<file path="config.mk">
export PLATFORM = sky130hd
export DESIGN_NAME = reg_scoreboard
export DESIGN_NICKNAME = d
export VERILOG_FILES = /design/src/rtl/reg_scoreboard.sv
export SDC_FILE = /design/constraint.sdc
export NUM_CORES = 1
export LEC_CHECK = 0
export BUFFER_PORTS_ARGS = -buffer_cell sky130_fd_sc_hd__buf_2
export CAP_MARGIN = 20
export CORE_ASPECT_RATIO = 1.25
export CORE_MARGIN = 5
export CORE_UTILIZATION = 50
export DETAILED_ROUTE_END_ITERATION = 16
export PLACE_DENSITY = 0.66
export SYNTH_ARGS = -nofsm -noshare
export SYNTH_HDL_FRONTEND = slang
export SYNTH_SLANG_ARGS = --single-unit
</file>
<file path="constraint.sdc">
create_clock -name clk -period 10.5 [get_ports clk]
set_clock_uncertainty 0.15 [all_clocks]
set_input_delay 2.1 -clock clk [delete_from_list [all_inputs] [get_ports clk]]
set_output_delay 2.1 -clock clk [all_outputs]
set_load 0.05 [all_outputs]
</file>
<file path="src/rtl/reg_scoreboard.sv">
// Register scoreboard for the ID stage. It tracks every in-flight register write with a
// latency countdown and a generation tag, and drives stall plus per-source forward-ready flags.
module reg_scoreboard #(
    parameter int AW     = 5,
    parameter int LW     = 3,
    parameter int MAXLAT = 4,
    parameter int TW     = 2
) (
    input  logic          clk,
    input  logic          rst,
    input  logic          issue_valid_i,
    input  logic          issue_we_i,
    input  logic [AW-1:0] issue_rd_i,
    input  logic [LW-1:0] issue_lat_i,
    input  logic          use_a_i,
    input  logic [AW-1:0] src_a_i,
    input  logic          use_b_i,
    input  logic [AW-1:0] src_b_i,
    input  logic          flush_i,
    input  logic          wb_valid_i,
    input  logic [AW-1:0] wb_rd_i,
    input  logic [TW-1:0] wb_tag_i,
    output logic          stall_o,
    output logic [TW-1:0] issue_tag_o,
    output logic          fwd_a_o,
    output logic          fwd_b_o,
    output logic [AW:0]   busy_cnt_o
);

    localparam int            NREG     = 2 ** AW;
    localparam logic [LW-1:0] MAXLAT_L = LW'(MAXLAT);

    typedef logic [AW:0] busy_t;

    typedef struct packed {
        logic          pending;
        logic [LW-1:0] cnt;
        logic [TW-1:0] gen;
    } entry_t;

    entry_t        tab_q [NREG];
    entry_t        tab_d [NREG];
    busy_t         busy_cnt_q;
    busy_t         busy_cnt_d;

    logic          nr_a;
    logic          nr_b;
    logic          nr_rd;
    logic          accept;
    logic          retire;
    logic          busy_inc;
    logic          busy_dec;
    logic [LW-1:0] lat_eff;

    // Register 0 is hardwired: it never stalls or forwards, whatever the table holds.
    assign nr_a  = (src_a_i != '0) && tab_q[src_a_i].pending && (tab_q[src_a_i].cnt != '0);
    assign nr_b  = (src_b_i != '0) && tab_q[src_b_i].pending && (tab_q[src_b_i].cnt != '0);
    assign nr_rd = (issue_rd_i != '0) && tab_q[issue_rd_i].pending
                   && (tab_q[issue_rd_i].cnt != '0);

    assign stall_o = issue_valid_i && !flush_i
                     && ((use_a_i && nr_a) || (use_b_i && nr_b) || (issue_we_i && nr_rd));

    assign fwd_a_o = use_a_i && (src_a_i != '0) && tab_q[src_a_i].pending
                     && (tab_q[src_a_i].cnt == '0);
    assign fwd_b_o = use_b_i && (src_b_i != '0) && tab_q[src_b_i].pending
                     && (tab_q[src_b_i].cnt == '0);

    assign accept = issue_valid_i && issue_we_i && !stall_o && !flush_i && (issue_rd_i != '0);

    // A retire only counts when it carries the newest tag; older writes to the same
    // register are bubbles that must not clear a newer pending producer.
    assign retire = wb_valid_i && (wb_rd_i != '0) && tab_q[wb_rd_i].pending
                    && (wb_tag_i == tab_q[wb_rd_i].gen);

    assign issue_tag_o = tab_q[issue_rd_i].gen + TW'(1);
    assign lat_eff     = (issue_lat_i > MAXLAT_L) ? MAXLAT_L : issue_lat_i;

    assign busy_inc = accept && !tab_q[issue_rd_i].pending;
    assign busy_dec = retire && !(accept && (issue_rd_i == wb_rd_i));

    always_comb begin
        // NOTE: every variable driven here gets a full default first, so no path can
        // leave it unassigned and infer a latch.
        tab_d      = tab_q;
        busy_cnt_d = busy_cnt_q;

        for (int r = 1; r < NREG; r++) begin
            if (tab_q[AW'(r)].pending && (tab_q[AW'(r)].cnt != '0)) begin
                tab_d[AW'(r)].cnt = tab_q[AW'(r)].cnt - LW'(1);
            end
        end

        if (retire) begin
            tab_d[wb_rd_i].pending = 1'b0;
            tab_d[wb_rd_i].cnt     = '0;
        end

        // Issue is applied last so it overrides both the countdown and a same-cycle retire.
        if (accept) begin
            tab_d[issue_rd_i].pending = 1'b1;
            tab_d[issue_rd_i].cnt     = lat_eff;
            tab_d[issue_rd_i].gen     = issue_tag_o;
        end

        if (busy_inc && !busy_dec) begin
            busy_cnt_d = busy_cnt_q + busy_t'(1);
        end else if (busy_dec && !busy_inc) begin
            busy_cnt_d = busy_cnt_q - busy_t'(1);
        end
    end

    // NOTE: the table is a bank of flops, not a RAM, so it is safe and required to clear
    // it on reset; the generation counters must restart so the first tag is 1 again.
    always_ff @(posedge clk or posedge rst) begin
        if (rst) begin
            tab_q      <= '{default: '0};
            busy_cnt_q <= '0;
        end else begin
            // NOTE: non-blocking assignments keep every flop sampling pre-edge values.
            tab_q      <= tab_d;
            busy_cnt_q <= busy_cnt_d;
        end
    end

    assign busy_cnt_o = busy_cnt_q;

endmodule

</file>
# Word-level counts from Yosys, hierarchy flattened
# Index checks and enable logic that the tools add are counted.
[totals] register_bits=198 out_inout_bits=11 inputBits=33
[op_classes] n_addsub=18 order_cmp=7 eq_ne=2 muxes=47 n_reduce_logical=79 bitwise_logic=4
[ops] cell="192-bit bitwise mux" count=5
[ops] cell="192-bit 2-to-1 mux" count=2
[ops] cell="6-bit demux with 5-bit select" count=5
[ops] cell="6-bit binary-select mux with 5-bit select" count=4
[ops] cell="6-bit 2-to-1 mux" count=12
[ops] cell="3-bit nonzero test" count=18
[ops] cell="3-bit 2-to-1 mux" count=16
[ops] cell="1-bit logical AND" count=46
[ops] cell="3-bit by 1-bit subtractor with 3-bit output (second input constant)" count=15
[ops] cell="6-bit greater-or-equal comparator (second input constant)" count=4
[ops] cell="5-bit NOT with 6-bit output" count=4
[ops] cell="5-bit nonzero test" count=4
[ops] cell="6-bit by 1-bit less-than comparator with 1-bit output (second input constant)" count=2
[ops] cell="5-bit 2-to-1 mux" count=2
[ops] cell="6-bit by 1-bit adder with 6-bit output (second input constant)" count=1
[ops] cell="1-bit zero test" count=6
[ops] cell="3-bit zero test" count=2
[ops] cell="6-bit by 1-bit subtractor with 6-bit output (second input constant)" count=1
[ops] cell="5-bit == test" count=1
[ops] cell="3-bit > comparator (second input constant)" count=1
[ops] cell="2-bit by 1-bit adder with 2-bit output (second input constant)" count=1
[ops] cell="2-bit == test" count=1
[ops] cell="1-bit logical OR" count=2
[ops] cell="2-bit 2-to-1 mux" count=1
[ops] cell="2-bit nonzero test" count=1

# Logic depth before layout (Yosys ltp)
# Gate-level depths: netlist of the first run.
[logic_depth] ltp_word=20 mapped_depth=23 ltp_nobuf=18

# Least setup slack after synthesis of the first run
# No wires, ideal clock.
[synth_timing] kind="input -> output" from="input src_b_i[0]" to="output stall_o" stages=10 path_slack_ps=3533 t_arrival_ps=4717 cell_sequence="buf_2 > buf_2 > mux4_2 > nand2b_1 > a221oi_1 > nor2_1 > o22a_4 > buf_12 > buf_12 > a21oi_1"
[synth_between] elab_chain_len=10 word_cells_on_any_way=12 cone_classes="3 x mux; 1 x bitwise; 8 x reduce/logical"
[synth_lines] element="start, declared" line_no="18" source="input logic [AW-1:0] src_b_i,"
[synth_lines] element="5-bit NOT with 6-bit output (implied by the code)" line_no="57" source="assign nr_b = (src_b_i != '0) && tab_q[src_b_i].pending && (tab_q[src_b_i].cnt != '0);"
[synth_lines] element="6-bit binary-select mux with 5-bit select" line_no="57"
[synth_lines] element="6-bit 2-to-1 mux (implied by the code) (2 in series)" line_no="57"
[synth_lines] element="3-bit nonzero test or 1-bit logical AND (tied branches)" line_no="57"
[synth_lines] element="1-bit logical AND (*)" line_no="57"
[synth_lines] element="1-bit logical AND (*)" line_no="62" source="&& ((use_a_i && nr_a) || (use_b_i && nr_b) || (issue_we_i && nr_rd));"
[synth_lines] element="1-bit logical OR (*) (2 in series)" line_no="62"
[synth_lines] element="1-bit logical AND (*)" line_no="62"
[synth_lines] element="end, declared" line_no="23" source="output logic stall_o,"
# Every way passes the cells marked *; elsewhere a longest branch is shown, timed or not. The select of a mux whose other input is x is not followed.

# Worst setup path after layout of the first run
[layout_timing] from="input issue_rd_i[0]" to="output stall_o"
[layout_between] elab_chain_len=9 word_cells_on_any_way=11 cone_classes="3 x mux; 1 x bitwise; 7 x reduce/logical"
[layout_lines] element="start, declared" line_no="13" source="input logic [AW-1:0] issue_rd_i,"
[layout_lines] element="5-bit NOT with 6-bit output (implied by the code)" line_no="58, 59"
[layout_lines] element="6-bit binary-select mux with 5-bit select" line_no="58, 59"
[layout_lines] element="6-bit 2-to-1 mux (implied by the code) (2 in series)" line_no="58" source="assign nr_rd = (issue_rd_i != '0) && tab_q[issue_rd_i].pending"
[layout_lines] element="3-bit nonzero test or 1-bit logical AND (tied branches)" line_no="59, 58"
[layout_lines] element="1-bit logical AND (*)" line_no="59" source="&& (tab_q[issue_rd_i].cnt != '0);"
[layout_lines] element="1-bit logical AND (*)" line_no="62"
[layout_lines] element="1-bit logical OR (*)" line_no="62"
[layout_lines] element="1-bit logical AND (*)" line_no="62"
# Marks and branches as above.

==> impl_metrics.json, run 1 <==
{
  "insertion_delay_ps": 460,
  "first_pass_iters": 6,
  "grt_pass1_wl_um": 60900,
  "worst_pin_slew_ps": 1070,
  "timing.final.crit_share_pct": 73.1,
  "internal_power_mw": 1.59,
  "cp_max_fo": 33,
  "synth_edf_count": 0,
  "pwr-share-seq_pct": 41.0,
  "worstHoldStart": "tab_q[186]",
  "place_hpwl_um": 27500,
  "critPathLaunchType": "input port",
  "clkTransAtPathRegs_ps": 80,
  "place_ws_ps": 2770,
  "cts_buffers": 17,
  "htreeDepth": 4,
  "place_congestion": 0.983,
  "grt_usage_pct": 26.6,
  "cts_hold_buf": 0,
  "r2r-start": "tab_q[32]",
  "antenna_found_initial": 0,
  "crit_start": "issue_rd_i[0]",
  "run_status": "completed",
  "avgViaCountPerCell": 6.51,
  "synth_compound_area_share_pct": 12.4,
  "die-width_um": 156,
  "clock_sinks": 198,
  "p_sw_mw": 0.998,
  "stdcell_area_sq_um": 14300,
  "die_area_sq_um": 30000,
  "ios": 44,
  "max_freq_mhz": 130,
  "dieHeight_um": 193,
  "grt_max_degree": 141,
  "final.setup.worst_slack_ps": 2830,
  "io_buffers": 43,
  "layout_common_cells": "dfrtp_1, o21ai_0, mux2i_1",
  "worstPathArrival_ps": 5420,
  "synthFlopType": "dfrtp_1",
  "placed_area_sq_um": 13600,
  "layout.nets": 1326,
  "synth_top_family_by_area": "multiplexers",
  "min_period_ps": 7670,
  "p_leak_nw": 6.39,
  "grt_pass1_vias": 10276,
  "muxShareOfSynthArea_pct": 25.1,
  "synthTopCellsByArea": "dfrtp_1, mux4_2, mux2i_1, o21ai_0, mux2_2",
  "synth_xor_area_share_pct": 1.77,
  "first_iter_violations": 991,
  "syn_to_final_growth_pct": 7.09,
  "power_density_nw_per_um2": 182,
  "hp-class": "reg -> reg",
  "final_layout_size_suffix_gt1_share_pct": 19.2,
  "ys_seq_area_share_pct": 37.2,
  "maxSlewViolCount": 0,
  "cts-resized-gates": 0,
  "setup_viol": 0,
  "wl_per_cell_um": 24.4,
  "synth-adder-area-share_pct": 3.44,
  "syn_area_sq_um": 13300,
  "final_util_pct": 54.5,
  "synth_top_cell_by_area": "dfrtp_1",
  "vias": 10476,
  "ant_nets": 0,
  "rsz0062_at_grt": "no",
  "fin_setup_tns_ps": 0,
  "netSwitchingFraction_pct": 38.5,
  "synth-simple-area-share_pct": 14.5,
  "max_slew_margin_pct": 28.8,
  "ys_seq_elements": 198,
  "ys_types": 74,
  "grt-ovfl-total": 0,
  "ys_warn_count": 0,
  "n_antenna_cell": 0,
  "maxCapViolCount": 0,
  "drc": 0,
  "irDropWorstVdd_mv": 0.103,
  "cts_setup_buffers": 0,
  "core_area_sq_um": 26200,
  "synth_nets": 1348,
  "hold_viol_final": 0,
  "critPathKind": "in -> out",
  "crit_required_ps": 8250,
  "layout_commonest_cell": "dfrtp_1",
  "cts_tree": "yes",
  "rows": 66,
  "p_clk_share_pct": 26.8,
  "clockBufferDepth": 2,
  "cts-root-buf": "clkbuf_16",
  "start_util_pct": 50.9,
  "endpoint_kind": "primary output",
  "async_flop_share_pct": 100,
  "syn_inst": 1279,
  "routed_wl_um": 39300,
  "power_mw": 2.59,
  "synth_area_per_cell_sq_um": 10.4,
  "yosysTopAreaCellShare_pct": 37.2,
  "p_comb_share_pct": 32.3
}
## final timing paths
check | endpoint | slack [ps] | cells past startpoint
max | stall_o | 2830 | 10
min | tab_q[186] | 260 | 0
max reg2reg | busy_cnt_o[5] | 5430 | 18
min reg2reg | tab_q[186] | 260 | 0
max in group asynchronous | tab_q[178] | 7520 | 3
min in group asynchronous | tab_q[55] | 1520 | 2
## Yosys cell counts, types with 4 or more instances
| cell | number |
|---|---|
| nand2b_1 | 33 |
| nand4_2 | 8 |
| nor2_1 | 41 |
| o41ai_1 | 5 |
| nand2_1 | 104 |
| nor2b_1 | 10 |
| nand4_4 | 8 |
| and3_1 | 10 |
| o21bai_1 | 11 |
| ha_1 | 35 |
| buf_1 | 7 |
| buf_2 | 42 |
| a211oi_1 | 5 |
| or3_1 | 7 |
| a22o_1 | 4 |
| nor3_1 | 45 |
| a22oi_1 | 19 |
| a311oi_1 | 4 |
| mux4_2 | 59 |
| a2111oi_0 | 5 |
| buf_4 | 6 |
| nand4_1 | 6 |
| a21oi_1 | 21 |
| mux2_2 | 51 |
| mux2i_1 | 119 |
| and2_1 | 5 |
| mux2_4 | 14 |
| and4_1 | 10 |
| nand3_1 | 8 |
| o21ai_0 | 155 |
| xor2_1 | 5 |
| nor4_1 | 19 |
| dfrtp_1 | 198 |
| inv_1 | 57 |
| a31oi_1 | 9 |
| o22ai_1 | 6 |
| xnor2_1 | 22 |
| mux2_1 | 4 |
| nor3b_1 | 6 |
| clkbuf_1 | 42 |
## registers in the layout (all words and copies together), names as in the netlist
register,flops
tab_q,192
busy_cnt_o,6
## metrics by stage
stage	instances	hold WS, ps
finish	1610	260
global placement	1574	241
floorplan	1279	295
global route	1610	286
CTS	1606	264
detailed placement	1574	243
## cell families (layout without fill, tap and decap cells)
family	count (synthesis)	after routing
AO/OA/AOI/OAI	272	272
XOR/XNOR	27	27
adder cells (fa/ha/maj)	36	36
buffers and inverters	160	151
flip-flops	198	198
multiplexers	247	247
AND/OR/NAND/NOR	339	339
## power by group through the flow
stage | Combinational [mW] | Clock (mW) | Sequential, mW
6_report | 0.836 | 0.694 | 1.06
5_1_grt | 0.941 | 0.735 | 1.08
4_1_cts | 0.832 | 0.704 | 1.06
3_5_place_dp | 0.827 | 0 | 1.07
3_3_place_gp | 0.797 | 0 | 1.07
2_1_floorplan | 0.613 | 0 | 1.06
## routing by layer
layer	part of all wire [%]	global-route usage (%)	vias to the layer above
met5	0	0	-
met4	4.5	11.6	0
met3	7.5	4.98	99
met2	48	43.2	454
met1	40	34.7	5236
li1	-	-	4687
## critical path, cell delays in order
cell,delay (ps)
buf_2,540
buf_4,410
and2_1,500
a22oi_1,160
and4_1,220
o31a_1,280
nor3_2,190
o22a_4,500
a21oi_1,210
buf_2,290
## layout make-up
class	instances	area, sq um
fillers	2245	11900
multi-input cells	921	7650
flip-flops and latches	198	4950
clock buffers	17	425
well taps	340	425
repair buffers	62	402
inverters	57	221
clock inverters	15	196
No activity file was read; power rests on OpenSTA's default activity.
==> inputs of run 2 (changes only) <==
Clock period 10.5 ns to 7.9 ns, I/O delays scaled along.
==> impl_metrics.json, run 2 (same netlist as run 1, synthesis figures left out) <==
{
  "run_status": "completed",
  "final_layout_size_suffix_gt1_share_pct": 19.1,
  "die-width_um": 156,
  "endpoint_kind": "primary output",
  "layout.nets": 1325,
  "cp_max_fo": 33,
  "grt-ovfl-total": 0,
  "clockBufferDepth": 2,
  "ant_nets": 0,
  "htreeDepth": 4,
  "hp-class": "reg -> reg",
  "grt_pass1_vias": 10401,
  "max_freq_mhz": 153,
  "hold_ws_ps": 293,
  "cts-root-buf": "clkbuf_16",
  "rr_endpoint": "busy_cnt_o[5]",
  "largest_reg_flops": 192,
  "routed_wl_um": 39700,
  "rsz0062_at_grt": "no",
  "grt_pass1_wl_um": 62100,
  "n_antenna_cell": 0,
  "setup_viol": 0,
  "wl_per_cell_um": 24.7,
  "layout_commonest_cell": "dfrtp_1",
  "vias": 10396,
  "avgViaCountPerCell": 6.46,
  "place_ws_ps": 1320,
  "hold_path_depth": 0,
  "first_pass_iters": 6,
  "hold_end": "tab_q[189]",
  "crit_required_ps": 6170,
  "layout_common_cells": "dfrtp_1, o21ai_0, mux2i_1",
  "critPathKind": "in -> out",
  "place_congestion": 1.03,
  "core_area_sq_um": 26200,
  "cts_tree": "yes",
  "max_slew_margin_pct": 15.1,
  "rows": 66,
  "grt_usage_pct": 27.0,
  "antenna_found_initial": 0,
  "timing.final.crit_share_pct": 82.8,
  "place_hpwl_um": 28600,
  "worst_pin_slew_ps": 1260,
  "clkTransAtPathRegs_ps": 80,
  "io_buffers": 43,
  "die_area_sq_um": 30000,
  "worstHoldStart": "tab_q[189]",
  "grt_max_degree": 124,
  "final.setup.worst_slack_ps": 1360,
  "cts_hold_buf": 0,
  "hold_viol_final": 0,
  "clock_sinks": 198,
  "first_iter_violations": 1287,
  "worstPathArrival_ps": 4810,
  "drc": 0,
  "reg2reg_slack_ps": 2950,
  "n_fill_cell": 2282,
  "p_leak_nw": 6.38,
  "fin_setup_tns_ps": 0,
  "critPathLaunchType": "input port",
  "maxSlewViolCount": 0,
  "syn_to_final_growth_pct": 6.77,
  "cts_buffers": 17,
  "ios": 44,
  "insertion_delay_ps": 450,
  "largest-register": "tab_q",
  "start_util_pct": 50.9,
  "maxCapViolCount": 0,
  "irDropWorstVdd_mv": 0.148,
  "power_density_nw_per_um2": 243,
  "r2r-start": "tab_q[32]",
  "dieHeight_um": 193,
  "cts-resized-gates": 0,
  "min_period_ps": 6540,
  "cts_setup_buffers": 0,
  "rr_worst_depth": 19
}
## run 2: through the flow
step / instances / util [%] / area [sq um] / total power [mW]
after CTS: 1608 / 54.3 / 14200 / 3.46
final: 1609 / 54.4 / 14200 / 3.46
after global placement: 1575 / 51.9 / 13600 / 2.50
after detailed placement: 1576 / 52.0 / 13600 / 2.55
after global routing: 1609 / 54.4 / 14200 / 3.68
after floorplan: 1279 / - / 13300 / 2.22
## run 2: power breakdown
part	total [mW]	switching [mW]	internal [mW]
combinational	1.13	0.646	0.482
sequential	1.42	0.216	1.20
clock	0.912	0.453	0.458
total	3.46	1.32	2.14
## run 2: worst max-delay path: stages
cell and delay [ps]:
buf_2 310, buf_4 470, and2_1 550, a22oi_1 170, and4_1 210, o31a_1 280
nor3_2 200, o22a_4 500, a21oi_1 220, buf_2 260
## run 2: worst max path at each step
stage	start	endpoint
6_report	issue_rd_i[1]	stall_o
5_1_grt	issue_rd_i[1]	stall_o
4_1_cts	issue_rd_i[1]	stall_o
3_5_place_dp	issue_rd_i[1]	busy_cnt_o[5]
3_3_place_gp	issue_rd_i[1]	busy_cnt_o[5]
2_1_floorplan	rst	busy_cnt_o[0]
## run 2: cell type report
class                           count  area, sq um  area share (%)
Multi-Input combinational cell    921         7650            53.7
Clock buffer                       17          425            2.99
Clock inverter                     15          176            1.24
Sequential cell                   198         4950            34.8
Tap cell                          340          425            2.99
Inverter                           57          221            1.56
Timing Repair Buffer               61          379            2.66
## run 2: layer usage
layer	global-route usage, %	wire length (um)
met5	0	0
met4	13.8	2030
met3	4.17	2540
met2	42.7	18800
met1	36.2	16400
==> inputs of run 3 (changes only) <==
Clock period 7.9 ns to 6.69 ns, I/O delays scaled along.
==> impl_metrics.json, run 3 (same netlist as run 1, synthesis figures left out) <==
{
  "run_status": "completed",
  "placed_area_sq_um": 13700,
  "clockBufferDepth": 2,
  "max_freq_mhz": 174,
  "irDropWorstVdd_mv": 0.153,
  "largest-register": "tab_q",
  "layout_commonest_cell": "dfrtp_1",
  "power_mw": 4.05,
  "htreeDepth": 4,
  "largest_reg_flops": 192,
  "crit_required_ps": 5200,
  "r2r-start": "tab_q[32]",
  "clock_sinks": 198,
  "avgViaCountPerCell": 6.57,
  "rr_worst_depth": 18,
  "worst_pin_slew_ps": 1090,
  "first_iter_violations": 993,
  "core_area_sq_um": 26200,
  "antenna_found_initial": 2,
  "clkTransAtPathRegs_ps": 80,
  "dieHeight_um": 193,
  "worstPathArrival_ps": 4240,
  "endpoint_kind": "primary output",
  "die-width_um": 156,
  "first_pass_iters": 6,
  "n_fill_cell": 2269,
  "hold_path_depth": 0,
  "timing.final.crit_share_pct": 85.7,
  "cts_tree": "yes",
  "p_leak_nw": 6.40,
  "place_congestion": 0.952,
  "io_buffers": 43,
  "ios": 44,
  "critPathKind": "in -> out",
  "cts-resized-gates": 0,
  "crit_start": "src_a_i[1]",
  "final_layout_size_suffix_gt1_share_pct": 19.5,
  "rows": 66,
  "grt_max_degree": 76,
  "cts_buffers": 17,
  "insertion_delay_ps": 470,
  "syn_to_final_growth_pct": 7.14,
  "cts-root-buf": "clkbuf_16",
  "hold_viol_final": 0,
  "cts_setup_buffers": 0,
  "fin_setup_tns_ps": 0,
  "die_area_sq_um": 30000,
  "start_util_pct": 50.9,
  "setup_viol": 0,
  "drc": 0,
  "layout_common_cells": "dfrtp_1, o21ai_0, mux2i_1",
  "max_slew_margin_pct": 26.9,
  "critPathLaunchType": "input port",
  "cp_max_fo": 38,
  "grt_usage_pct": 26.7,
  "ant_nets": 0,
  "min_period_ps": 5730,
  "vias": 10615,
  "grt_pass1_vias": 10425,
  "worstHoldStart": "tab_q[186]",
  "place_hpwl_um": 28100,
  "routed_wl_um": 39000,
  "maxSlewViolCount": 0,
  "wl_per_cell_um": 24.1,
  "maxCapViolCount": 0,
  "rsz0062_at_grt": "no",
  "layout.nets": 1330,
  "reg2reg_slack_ps": 2260,
  "stdcell_area_sq_um": 14300,
  "cts_hold_buf": 0,
  "power_density_nw_per_um2": 284,
  "final_util_pct": 54.6,
  "grt-ovfl-total": 0,
  "hp-class": "reg -> reg",
  "hold_ws_ps": 266,
  "grt_pass1_wl_um": 61200
}
## run 3: cell count changes in the layout (fill, tap and decap cells not counted)
cell / change
buf_4: +6
inv_8: -4
clkinv_4: +2
clkinv_8: +2
diode_2: +2
buf_12: -1
buf_16: +1
buf_6: -1
clkinvlp_4: +1
inv_6: -1
## run 3: metrics by stage
step                cells  worst slack, ps
floorplan            1279             1250
detailed placement   1582              803
CTS                  1614             1030
global route         1616              862
finish               1616              957
global placement     1581              874
## run 3: where the power goes
group	switching (mW)	internal (mW)	leakage [nW]
clock	0.541	0.539	0.295
combinational	0.735	0.568	3.47
sequential	0.253	1.42	2.63
total	1.53	2.52	6.40
## run 3: per-layer routing
metal / track usage (%) / routed length, um / up-vias
met3: 4.58 / 2670 / 137
met4: 15.6 / 2310 / 0
met5: 0 / 0 / -
met2: 42.1 / 18500 / 488
li1: - / - / 4680
met1: 34.7 / 15500 / 5310
## run 3: final timing paths
path	end
min in group asynchronous	tab_q[78]
hold / removal	tab_q[186]
max in group asynchronous	tab_q[190]
hold reg to reg	tab_q[186]
setup / recovery	stall_o
setup reg to reg	busy_cnt_o[5]
## run 3: area by class of cell
class | count | area (sq um) | area share [%]
Antenna cell | 2 | 5.00 | 0.0350
Clock buffer | 17 | 425 | 2.98
Clock inverter | 15 | 184 | 1.29
Inverter | 57 | 218 | 1.52
Multi-Input combinational cell | 921 | 7650 | 53.6
Sequential cell | 198 | 4950 | 34.7
Tap cell | 340 | 425 | 2.98
Timing Repair Buffer | 66 | 420 | 2.94
## run 3: critical path, cell delays in order
cell and delay [ps]:
buf_2 600, mux4_2 600, a31oi_1 230, a32oi_1 140, or2_2 330, buf_4 300, a21oi_1 360, buf_2 340
